`src/rtl/switch_sample_ctrl_pkg.sv`:
```
// Shared constants for the switch sampling controller: debounce FSM encoding,
// register addresses and status-word bit positions.
package switch_sample_ctrl_pkg;

  typedef enum logic [1:0] {
    IDLE      = 2'd0,
    PRESS_CHK = 2'd1,
    HELD      = 2'd2,
    REL_CHK   = 2'd3
  } state_t;

  localparam logic SWCTL_ADDR_DATA = 1'b0;
  localparam logic SWCTL_ADDR_STAT = 1'b1;

  localparam int STAT_VALID_BIT   = 0;
  localparam int STAT_OVERRUN_BIT = 1;

endpackage

```
`src/rtl/switch_sample_ctrl_if.sv`:
```
// CPU-side register bus between memorio and the switch sampling controller.
interface swctl_if #(
  parameter int DW = 16
);
  // Handshake: a read request is the level swctlcs && swctlread; there is no
  // ready. Data is loaded on the next negedge and read side-effects apply on
  // the next posedge, for as long as the request stays asserted.
  logic          swctlcs;
  logic          swctlread;
  logic          swctladdr;
  logic [DW-1:0] swctl_rdata;

  modport master (
    output swctlcs,
    output swctlread,
    output swctladdr,
    input  swctl_rdata
  );

  modport slave (
    input  swctlcs,
    input  swctlread,
    input  swctladdr,
    output swctl_rdata
  );
endinterface

```
`src/rtl/switch_sample_ctrl_btn_debounce.sv`:
```
// Confirm-button synchronizer and press/release debounce FSM; emits a single
// press pulse on the edge where a press is accepted.
module switch_sample_ctrl_btn_debounce
  import switch_sample_ctrl_pkg::*;
#(
  parameter int DEB_CYCLES = 20000,
  parameter int CNT_W      = 15
) (
  input  logic   clk,
  input  logic   rst_n,
  input  logic   i_btn_raw,
  output logic   o_press_pulse,
  output state_t o_state
);

  localparam logic [CNT_W-1:0] CNT_LAST = CNT_W'(DEB_CYCLES - 1);

  logic             r_btn_meta;
  logic             r_btn_s;
  state_t           r_state;
  logic [CNT_W-1:0] r_cnt;

  always_ff @(posedge clk or negedge rst_n) begin
    if (!rst_n) begin
      r_btn_meta <= 1'b0;
      r_btn_s    <= 1'b0;
      r_state    <= IDLE;
      r_cnt      <= '0;
    end else begin
      r_btn_meta <= i_btn_raw;
      r_btn_s    <= r_btn_meta;
      case (r_state)
        IDLE: begin
          if (r_btn_s) begin
            r_state <= PRESS_CHK;
            r_cnt   <= '0;
          end
        end
        PRESS_CHK: begin
          if (!r_btn_s)               r_state <= IDLE;
          else if (r_cnt == CNT_LAST) r_state <= HELD;
          else                        r_cnt   <= r_cnt + 1'b1;
        end
        HELD: begin
          if (!r_btn_s) begin
            r_state <= REL_CHK;
            r_cnt   <= '0;
          end
        end
        REL_CHK: begin
          if (r_btn_s)                r_state <= HELD;
          else if (r_cnt == CNT_LAST) r_state <= IDLE;
          else                        r_cnt   <= r_cnt + 1'b1;
        end
        default: r_state <= IDLE;
      endcase
    end
  end

  // Decoded from the PRESS_CHK->HELD condition so the capture lands on the
  // same edge as the transition rather than one cycle later.
  assign o_press_pulse = (r_state == PRESS_CHK) && r_btn_s && (r_cnt == CNT_LAST);
  assign o_state       = r_state;

endmodule

```
`src/rtl/switch_sample_ctrl.sv`:
```
// Captures a switch snapshot on each debounced confirm press and exposes it,
// plus valid/overrun status, to the CPU over the memorio register bus.
module switch_sample_ctrl
  import switch_sample_ctrl_pkg::*;
#(
  parameter int DW         = 16,
  parameter int DEB_CYCLES = 20000,
  parameter int CNT_W      = 15
) (
  input  logic          swctlclk,
  input  logic          swctlrst,
  input  logic [DW-1:0] sw_raw,
  input  logic          btn_raw,
  swctl_if.slave        bus,
  output logic          sample_valid,
  output logic          overrun,
  output state_t        dbg_state
);

  logic [DW-1:0] r_sw_meta;
  logic [DW-1:0] r_sw_s;
  logic [DW-1:0] r_snapshot;
  logic          r_sample_valid;
  logic          r_overrun;
  logic [DW-1:0] r_rdata;

  logic          w_press_pulse;
  logic          w_rd;
  logic          w_rd_data;
  logic          w_rd_stat;
  logic [DW-1:0] w_status;

  switch_sample_ctrl_btn_debounce #(
    .DEB_CYCLES (DEB_CYCLES),
    .CNT_W      (CNT_W)
  ) u_btn_debounce (
    .clk           (swctlclk),
    .rst_n         (swctlrst),
    .i_btn_raw     (btn_raw),
    .o_press_pulse (w_press_pulse),
    .o_state       (dbg_state)
  );

  assign w_rd      = bus.swctlcs && bus.swctlread;
  assign w_rd_data = w_rd && (bus.swctladdr == SWCTL_ADDR_DATA);
  assign w_rd_stat = w_rd && (bus.swctladdr == SWCTL_ADDR_STAT);

  always_comb begin
    w_status                   = '0;
    w_status[STAT_VALID_BIT]   = r_sample_valid;
    w_status[STAT_OVERRUN_BIT] = r_overrun;
  end

  // A capture always beats a clearing read on the same edge.
  always_ff @(posedge swctlclk or negedge swctlrst) begin
    if (!swctlrst) begin
      r_sw_meta      <= '0;
      r_sw_s         <= '0;
      r_snapshot     <= '0;
      r_sample_valid <= 1'b0;
      r_overrun      <= 1'b0;
    end else begin
      r_sw_meta      <= sw_raw;
      r_sw_s         <= r_sw_meta;
      if (w_press_pulse) r_snapshot <= r_sw_s;
      r_sample_valid <= w_press_pulse || (r_sample_valid && !w_rd_data);
      r_overrun      <= (w_press_pulse && r_sample_valid) || (r_overrun && !w_rd_stat);
    end
  end

  // Read data launches on the falling edge to meet memorio's sampling point.
  always_ff @(negedge swctlclk or negedge swctlrst) begin
    if (!swctlrst) begin
      r_rdata <= '0;
    end else if (w_rd) begin
      r_rdata <= bus.swctladdr ? w_status : r_snapshot;
    end
  end

  assign bus.swctl_rdata = r_rdata;
  assign sample_valid    = r_sample_valid;
  assign overrun         = r_overrun;

endmodule

```
`src/flat_wrapper.sv`:
```
// flat-port wrapper written by rule: the top's interface ports become plain ports
module switch_sample_ctrl_flat import switch_sample_ctrl_pkg::*;
#(
  parameter int DW         = 16,
  parameter int DEB_CYCLES = 20000,
  parameter int CNT_W      = 15
)
  (swctlclk, swctlrst, sw_raw, btn_raw, sample_valid, overrun, dbg_state, bus_swctlcs, bus_swctlread, bus_swctladdr, bus_swctl_rdata);
  swctl_if #(.DW(DW)) bus_i ();
  input  logic swctlclk;
  input  logic swctlrst;
  input  logic [DW-1:0] sw_raw;
  input  logic btn_raw;
  output logic sample_valid;
  output logic overrun;
  output state_t dbg_state;
  input wire logic [$bits(bus_i.swctlcs)-1:0] bus_swctlcs;
  input wire logic [$bits(bus_i.swctlread)-1:0] bus_swctlread;
  input wire logic [$bits(bus_i.swctladdr)-1:0] bus_swctladdr;
  output wire logic [$bits(bus_i.swctl_rdata)-1:0] bus_swctl_rdata;
  assign bus_i.swctlcs = bus_swctlcs;
  assign bus_i.swctlread = bus_swctlread;
  assign bus_i.swctladdr = bus_swctladdr;
  assign bus_swctl_rdata = bus_i.swctl_rdata;
  switch_sample_ctrl #(.DW(DW), .DEB_CYCLES(DEB_CYCLES), .CNT_W(CNT_W)) u_core (.swctlclk(swctlclk), .swctlrst(swctlrst), .sw_raw(sw_raw), .btn_raw(btn_raw), .bus(bus_i), .sample_valid(sample_valid), .overrun(overrun), .dbg_state(dbg_state));
endmodule
```
`config.mk`:
```
export PLATFORM = sky130hd
export DESIGN_NAME = switch_sample_ctrl_flat
export DESIGN_NICKNAME = d
export VERILOG_FILES = /design/src/rtl/switch_sample_ctrl_pkg.sv /design/src/rtl/switch_sample_ctrl_if.sv /design/src/rtl/switch_sample_ctrl_btn_debounce.sv /design/src/rtl/switch_sample_ctrl.sv /design/src/flat_wrapper.sv
export SDC_FILE = /design/constraint.sdc
export NUM_CORES = 1
export LEC_CHECK = 0
export CORE_MARGIN = 5
export CORE_UTILIZATION = 56
export DETAILED_ROUTE_END_ITERATION = 10
export DONT_BUFFER_PORTS = 1
export PLACE_DENSITY = 0.8
export SYNTH_ARGS = -nofsm -noshare
export SYNTH_HDL_FRONTEND = slang
export SYNTH_SLANG_ARGS = --single-unit
```
`constraint.sdc`:
```
create_clock -name swctlclk -period 2.3 [get_ports swctlclk]
set_input_delay 0.345 -clock swctlclk [delete_from_list [all_inputs] [get_ports swctlclk]]
set_output_delay 0.345 -clock swctlclk [all_outputs]
set_load 0.005 [all_outputs]
```
* Yosys cells after proc, flatten, opt, wreduce, memory -nomap -nowiden *
Cells that the tools add are included.

word-level totals
  register bits = 85
  input port bits = 22
  output and inout bits = 20
  logic and storage cells = 51

cells by class
  $add $sub $neg = 1
  equal/unequal tests = 10
  multiplexer cells = 14
  bitwise logic cells = 1
  reduce and logical (&&, ||, !) cells = 15

operator list
  cell                                            number
  two-way mux 15 bit                              5
  case mux 15 bit (4 select lines)                1
  two-way mux 16 bit                              1
  adder 15 x 1 -> 15 bit (second input constant)  1
  == test 15 bit (second input constant)          1
  two-way mux 2 bit                               6
  logical AND 1 bit                               8
  inequality test 2 bit (second input constant)   4
  case mux 2 bit (4 select lines)                 1
  AND reduction 4 bit                             2
  inequality test 3 bit (second input constant)   2
  == test 2 bit (second input constant)           2
  == test 2 x 1 -> 1 bit (second input constant)  1
  logical NOT 1 bit                               2
  logical NOT 2 bit                               1
  logical OR 1 bit                                2
  inverter 1 bit                                  1

* Depth between registers and ports, before layout *
  depth in word-level cells = 5
  gate-level depth with buffers = 7
  mapped depth without buffers = 5

* Cells and area by module *
From an unflattened synthesis, not the netlist that was laid out.

second synthesis, totals
  cells, all modules = 226
  area, all modules = 3256.9 µm²

by module, submodules not included
  module                           times used  cells an instance  area an instance (µm²)  sequential area each (µm²)
  switch_sample_ctrl               1           125                2225.9                  1651.6
  switch_sample_ctrl_btn_debounce  1           101                1031.0                  475.5

==> flow_summary.json <==
{
  "status": "complete, no violations",
  "io_pins": 42,
  "wl_met2_um": 2830,
  "hp-class": "input port to flip-flop",
  "skew_ps": 21.9,
  "avgSynthCellArea_um2": 12.8,
  "root_buffer": "clkbuf_8",
  "top_layer": "met4",
  "grt_max_degree": 70,
  "cp_max_fo": 2,
  "vias": 2003,
  "route.detailed.drc": 0,
  "hold-path-cell-count": 2,
  "arrival_ps": 1930,
  "start_util_pct": 58.1,
  "worstMarginPinSlew_ps": 439,
  "rr_worst_depth": 5,
  "syn-cell-area_um2": 3220,
  "layout.cells.non_filler": 348,
  "ys_seq_area_share_pct": 66.0,
  "ir_drop_uv": 494,
  "grt.overflow.total": 0,
  "postCtsSetupRepairBufs": 0,
  "wirelength_um": 5870,
  "ant_nets": 0,
  "portBuffers": 0,
  "finalSetupViolations": 0,
  "nets": 294,
  "cts.sinks": 85,
  "crit_cells": 0,
  "p_leak_nw": 1.64,
  "cts_resized": 0,
  "track_usage_pct": 18.0,
  "crit_path_start_kind": "flip-flop",
  "cts_tree": "done",
  "wl_met1_um": 2610,
  "grt_pass1_vias": 2032,
  "maxSlewHeadroom_pct": 70.6,
  "yosysWarnings": 0,
  "crit_path_end_kind": "output pin",
  "diodes": 0,
  "antenna_found_initial": 0,
  "met3_length_um": 359,
  "hpwl_um": 3440,
  "core_um2": 5540,
  "htreeDepth": 3,
  "numCtsBuffers": 9,
  "final_util_pct": 66.9,
  "rows": 27,
  "hold_viol": 0,
  "drt_pre_antenna_iters": 4,
  "drive_gt1_share_pct": 16.7,
  "power_density_nw_per_um2": 722,
  "dieArea_um2": 7370,
  "place_inst": 313,
  "grt_first_pass_wirelength_um": 10100,
  "synth.distinct_cells": 36,
  "critPathKind": "flip-flop to output pin",
  "routed_via_density": 5.76,
  "synthToLayoutAreaGrowth_pct": 15.1,
  "wl_per_cell_um": 16.9,
  "drt_iter0_markers": 69,
  "rsz0062_at_grt": "yes",
  "die_y_um": 85.8,
  "synth_nets": 275,
  "cts_max_path_buffers": 2,
  "cp_data_required_time_ps": 1960,
  "synth_seq_cells": 85,
  "synth_cells": 252,
  "maxSlewViolCount": 0,
  "gp_congestion": 0.884,
  "die_w_um": 85.8,
  "cts.clk_slew.worst_paths_ps": 80,
  "maxCapViolations": 0,
  "clk_latency_ps": 350
}
==> synthesized netlist by cell type <==
cell | number | area share (%)
o221ai_1 | 1 | 0.27
or4b_4 | 1 | 0.43
and3_4 | 1 | 0.35
nand3b_1 | 1 | 0.23
xnor2_1 | 1 | 0.27
nor4b_4 | 1 | 0.74
nand4_1 | 2 | 0.39
a31oi_1 | 3 | 0.58
a41oi_1 | 4 | 1.1
o21ai_0 | 23 | 3.6
o21a_1 | 1 | 0.23
and4_1 | 3 | 0.82
dfrtn_1 | 16 | 12
nor4_1 | 2 | 0.39
mux2_2 | 17 | 5.9
and3_1 | 1 | 0.19
ha_1 | 1 | 0.39
a21oi_1 | 2 | 0.31
or2_2 | 2 | 0.39
nor2_1 | 3 | 0.35
buf_1 | 2 | 0.23
clkbuf_1 | 14 | 1.6
and2_2 | 1 | 0.23
and2_1 | 2 | 0.39
buf_6 | 1 | 0.35
nand3_1 | 7 | 1.1
inv_1 | 2 | 0.23
a22o_2 | 1 | 0.31
nand2b_1 | 14 | 2.7
and4_2 | 2 | 0.62
o31ai_1 | 19 | 4.4
nand2_1 | 26 | 3.0
nor4bb_1 | 1 | 0.31
mux2i_1 | 2 | 0.62
o41ai_1 | 3 | 0.82
dfrtp_1 | 69 | 54
==> power breakdown <==
part,internal (mW),switching [mW],leakage [nW]
registers,1.53,0.0150,1.10
logic,0.0465,0.0584,0.445
clock network,0.505,0.519,0.0916
==> cell usage in the layout, fill, tap and decap left out, types with 4 or more instances in the layout <==
master / Yosys / layout
o31ai_1: 19 / 19
dlygate4sd3_1: 0 / 18
dfrtp_1: 69 / 69
dfrtn_1: 16 / 16
mux2_2: 17 / 17
buf_4: 0 / 4
nand3_1: 7 / 7
clkbuf_8: 0 / 9
a41oi_1: 4 / 4
o21ai_0: 23 / 23
nand2b_1: 14 / 14
nand2_1: 26 / 26
==> state kept, by name, summed over array words and instances (netlist names), named ones only <==
name and flops:
u_core.bus.swctl_rdata 16, u_core.overrun 1, u_core.r_snapshot 16, u_core.r_sw_meta 16
u_core.r_sw_s 16, u_core.sample_valid 1, u_core.u_btn_debounce.o_state 1, u_core.u_btn_debounce.r_btn_meta 1
u_core.u_btn_debounce.r_btn_s 1, u_core.u_btn_debounce.r_cnt 15
==> what timing repair did <==
| action | 4_1_cts | 5_1_grt |
|---|---|---|
| endpoints found under the hold margin | 80 | 6 |
| hold buffers | 13 | 6 |
| endpoints found under the setup margin | 1 | 5 |
==> final cells by class <==
cell class / instances / area, um^2
Sequential cell: 85 / 2130
Clock inverter: 5 / 58.8
Timing Repair Buffer: 25 / 278
Inverter: 2 / 7.51
Fill cell: 395 / 1830
Clock buffer: 11 / 131
Multi-Input combinational cell: 148 / 1010
Tap cell: 72 / 90.1
==> final timing paths <==
| check | start | end | slack, ps |
|---|---|---|---|
| hold reg to reg | u_core.r_sw_meta[11]$_DFF_PN0_ | u_core.r_sw_s[11]$_DFF_PN0_ | 350 |
| max in group asynchronous | swctlrst | u_core.bus.swctl_rdata[13]$_DFFE_NN0N_ | 1460 |
| setup reg to reg | u_core.u_btn_debounce.r_cnt[10]$_DFFE_PN0P_ | u_core.r_snapshot[10]$_DFFE_PN0P_ | 180 |
| hold / removal | bus_swctladdr | u_core.sample_valid$_DFF_PN0_ | 210 |
| min in group asynchronous | swctlrst | u_core.r_sw_s[9]$_DFF_PN0_ | 510 |
| setup / recovery | u_core.bus.swctl_rdata[2]$_DFFE_NN0N_ | bus_swctl_rdata[2] | 20 |
==> per-stage QoR <==
step	area, um^2	hold slack (ps)	TNS, ps	power [mW]	setup slack, ps
3_5_place_dp	3310	52.6	0	1.63	193
3_3_place_gp	3310	51.8	0	1.63	258
2_1_floorplan	3220	49.4	0	1.61	16.8
5_1_grt	3710	177	-65.7	2.79	-22.1
6_report	3710	209	0	2.68	20.8
4_1_cts	3650	1.85	-1.43	2.69	-1.43
==> cell families (layout without fill, tap and decap cells) <==
logic type / Yosys count / after routing / share of synthesized area [%]
compound gates: 57 / 57 / 11.6
xor+xnor: 1 / 1 / 0.272
fa+ha+maj: 1 / 1 / 0.388
buf+inv: 19 / 43 / 2.45
flops: 85 / 85 / 66.0
mux: 19 / 19 / 6.57
simple gates: 70 / 70 / 12.7
==> per-layer routing <==
| metal | GRT usage [%] | vias up |
|---|---|---|
| met5 | 0 | - |
| met4 | 8.06 | 0 |
| met3 | 5.76 | 6 |
| met2 | 26.8 | 54 |
| met1 | 24.1 | 994 |
| li1 | - | 949 |
No activity file was read; power rests on OpenSTA's default activity.
==> variant (same settings) <==
`CNT_W` is set to 15 in 3 places; all go to 30.
--- a/src/rtl/switch_sample_ctrl_btn_debounce.sv
+++ b/src/rtl/switch_sample_ctrl_btn_debounce.sv
@@ -5,5 +5,5 @@
 #(
   parameter int DEB_CYCLES = 20000,
-  parameter int CNT_W      = 15
+  parameter int CNT_W      = 30
 ) (
   input  logic   clk,
--- a/src/rtl/switch_sample_ctrl.sv
+++ b/src/rtl/switch_sample_ctrl.sv
@@ -6,5 +6,5 @@
   parameter int DW         = 16,
   parameter int DEB_CYCLES = 20000,
-  parameter int CNT_W      = 15
+  parameter int CNT_W      = 30
 ) (
   input  logic          swctlclk,
--- a/src/flat_wrapper.sv
+++ b/src/flat_wrapper.sv
@@ -4,5 +4,5 @@
   parameter int DW         = 16,
   parameter int DEB_CYCLES = 20000,
-  parameter int CNT_W      = 15
+  parameter int CNT_W      = 30
 )
   (swctlclk, swctlrst, sw_raw, btn_raw, sample_valid, overrun, dbg_state, bus_swctlcs, bus_swctlread, bus_swctladdr, bus_swctl_rdata);
Function: not checked (the comparison handles one clock edge and no latches or derived clocks); the edit may change what the design does.
==> variant against the unedited design <==
  * Global-route usage is 0.53 points higher
  * Sequential cell count is 15 higher
  * Clock power is 6% higher
  * Synthesized cell count is 36% higher
  * Largest power group unchanged
  * Design area is 22% higher
  * Setup slack better by 4.2 ps
  * Routed wire length is 26% higher
  * Critical path type unchanged
  * Area after synthesis is 24% higher
  * Total power is 14% higher
  * Hold slack worse by 17 ps
==> variant: results (changes against the unedited design) <==
synth top area cells dfrtp_1 53%, dfrtn_1 10%, mux2_2 5.4%; register area share after synthesis 0.6291 (-0.03132); FF-to-FF setup slack 130 ps (-50 ps); GRT Util Overall 0.1848 (+0.005295); met1 Usage GRT 0.2379 (-0.002955); met2 WL post-DR 3688 µm (+30%); Synth cell types 40 (+11%); Post-DP Area 4103 µm² (+24%); GRT met3 Usage 0.05048 (-0.007156); M1 WL 3195 µm (+22%); max_slew headroom 0.5910 (-0.1155); XOR/XNOR Fraction of Synth Area 0.03303 (+0.03031); Reg clk slew, reported paths 100 ps (+20 ps); fillers 508 (+29%); RD Place Congestion 0.8561 (-3.2%); CP startpoint u_core.bus.swctl_rdata[13]; post-synthesis adder-cell area fraction 0.003146 (-0.0007394); layout cells sized above 1 0.1375 (-0.02920); reg-to-reg startpoint u_core.u_btn_debounce.r_cnt[25]; largest net degree at the start of global routing 85 (+21%); worst vdd ir 318.6 µV (-35%); HPWL after DPL 4724 µm (+37%); Clock Skew 25.95 ps (+4.063 ps); average wire per standard cell 15.84 µm (-6.1%); met2 usage 0.3061 (+0.03778); outcome completed; post-synthesis compound-gate area fraction 0.07550 (-0.04067); mux share of post-synthesis cell area 0.06134 (-0.004317); critical path capture point bus_swctl_rdata[13]; DR WL met3 436 µm (+21%)
variant: layout make-up:
| type | instances | share of cell area |
|---|---|---|
| multi-input cells | 221 | 0.3099 |
| flip-flops and latches | 100 | 0.5523 |
| clock inverters | 6 | 0.01243 |
| clock buffers | 10 | 0.03038 |
| repair buffers | 28 | 0.06352 |
| well taps | 96 | 0.02651 |
| inverters | 6 | 0.004971 |
variant: where the power goes:
group	switching [W]	internal, W	total, W	leakage [nW]
clock network	0.000633	0.000446	0.00108	0.0969
logic	0.0000722	0.0000608	0.000133	0.548
registers	0.0000319	0.00180	0.00183	1.31
total	0.000737	0.00231	0.00305	1.96
variant: metrics by stage:
step,instances,power [W],setup slack (ps)
after global placement,430,0.001939,227.0
after CTS,465,0.003072,6.614
after global routing,467,0.003162,-15.50
after detailed placement,430,0.001944,162.2
after floorplan,342,0.001917,16.84
final,467,0.003047,24.97
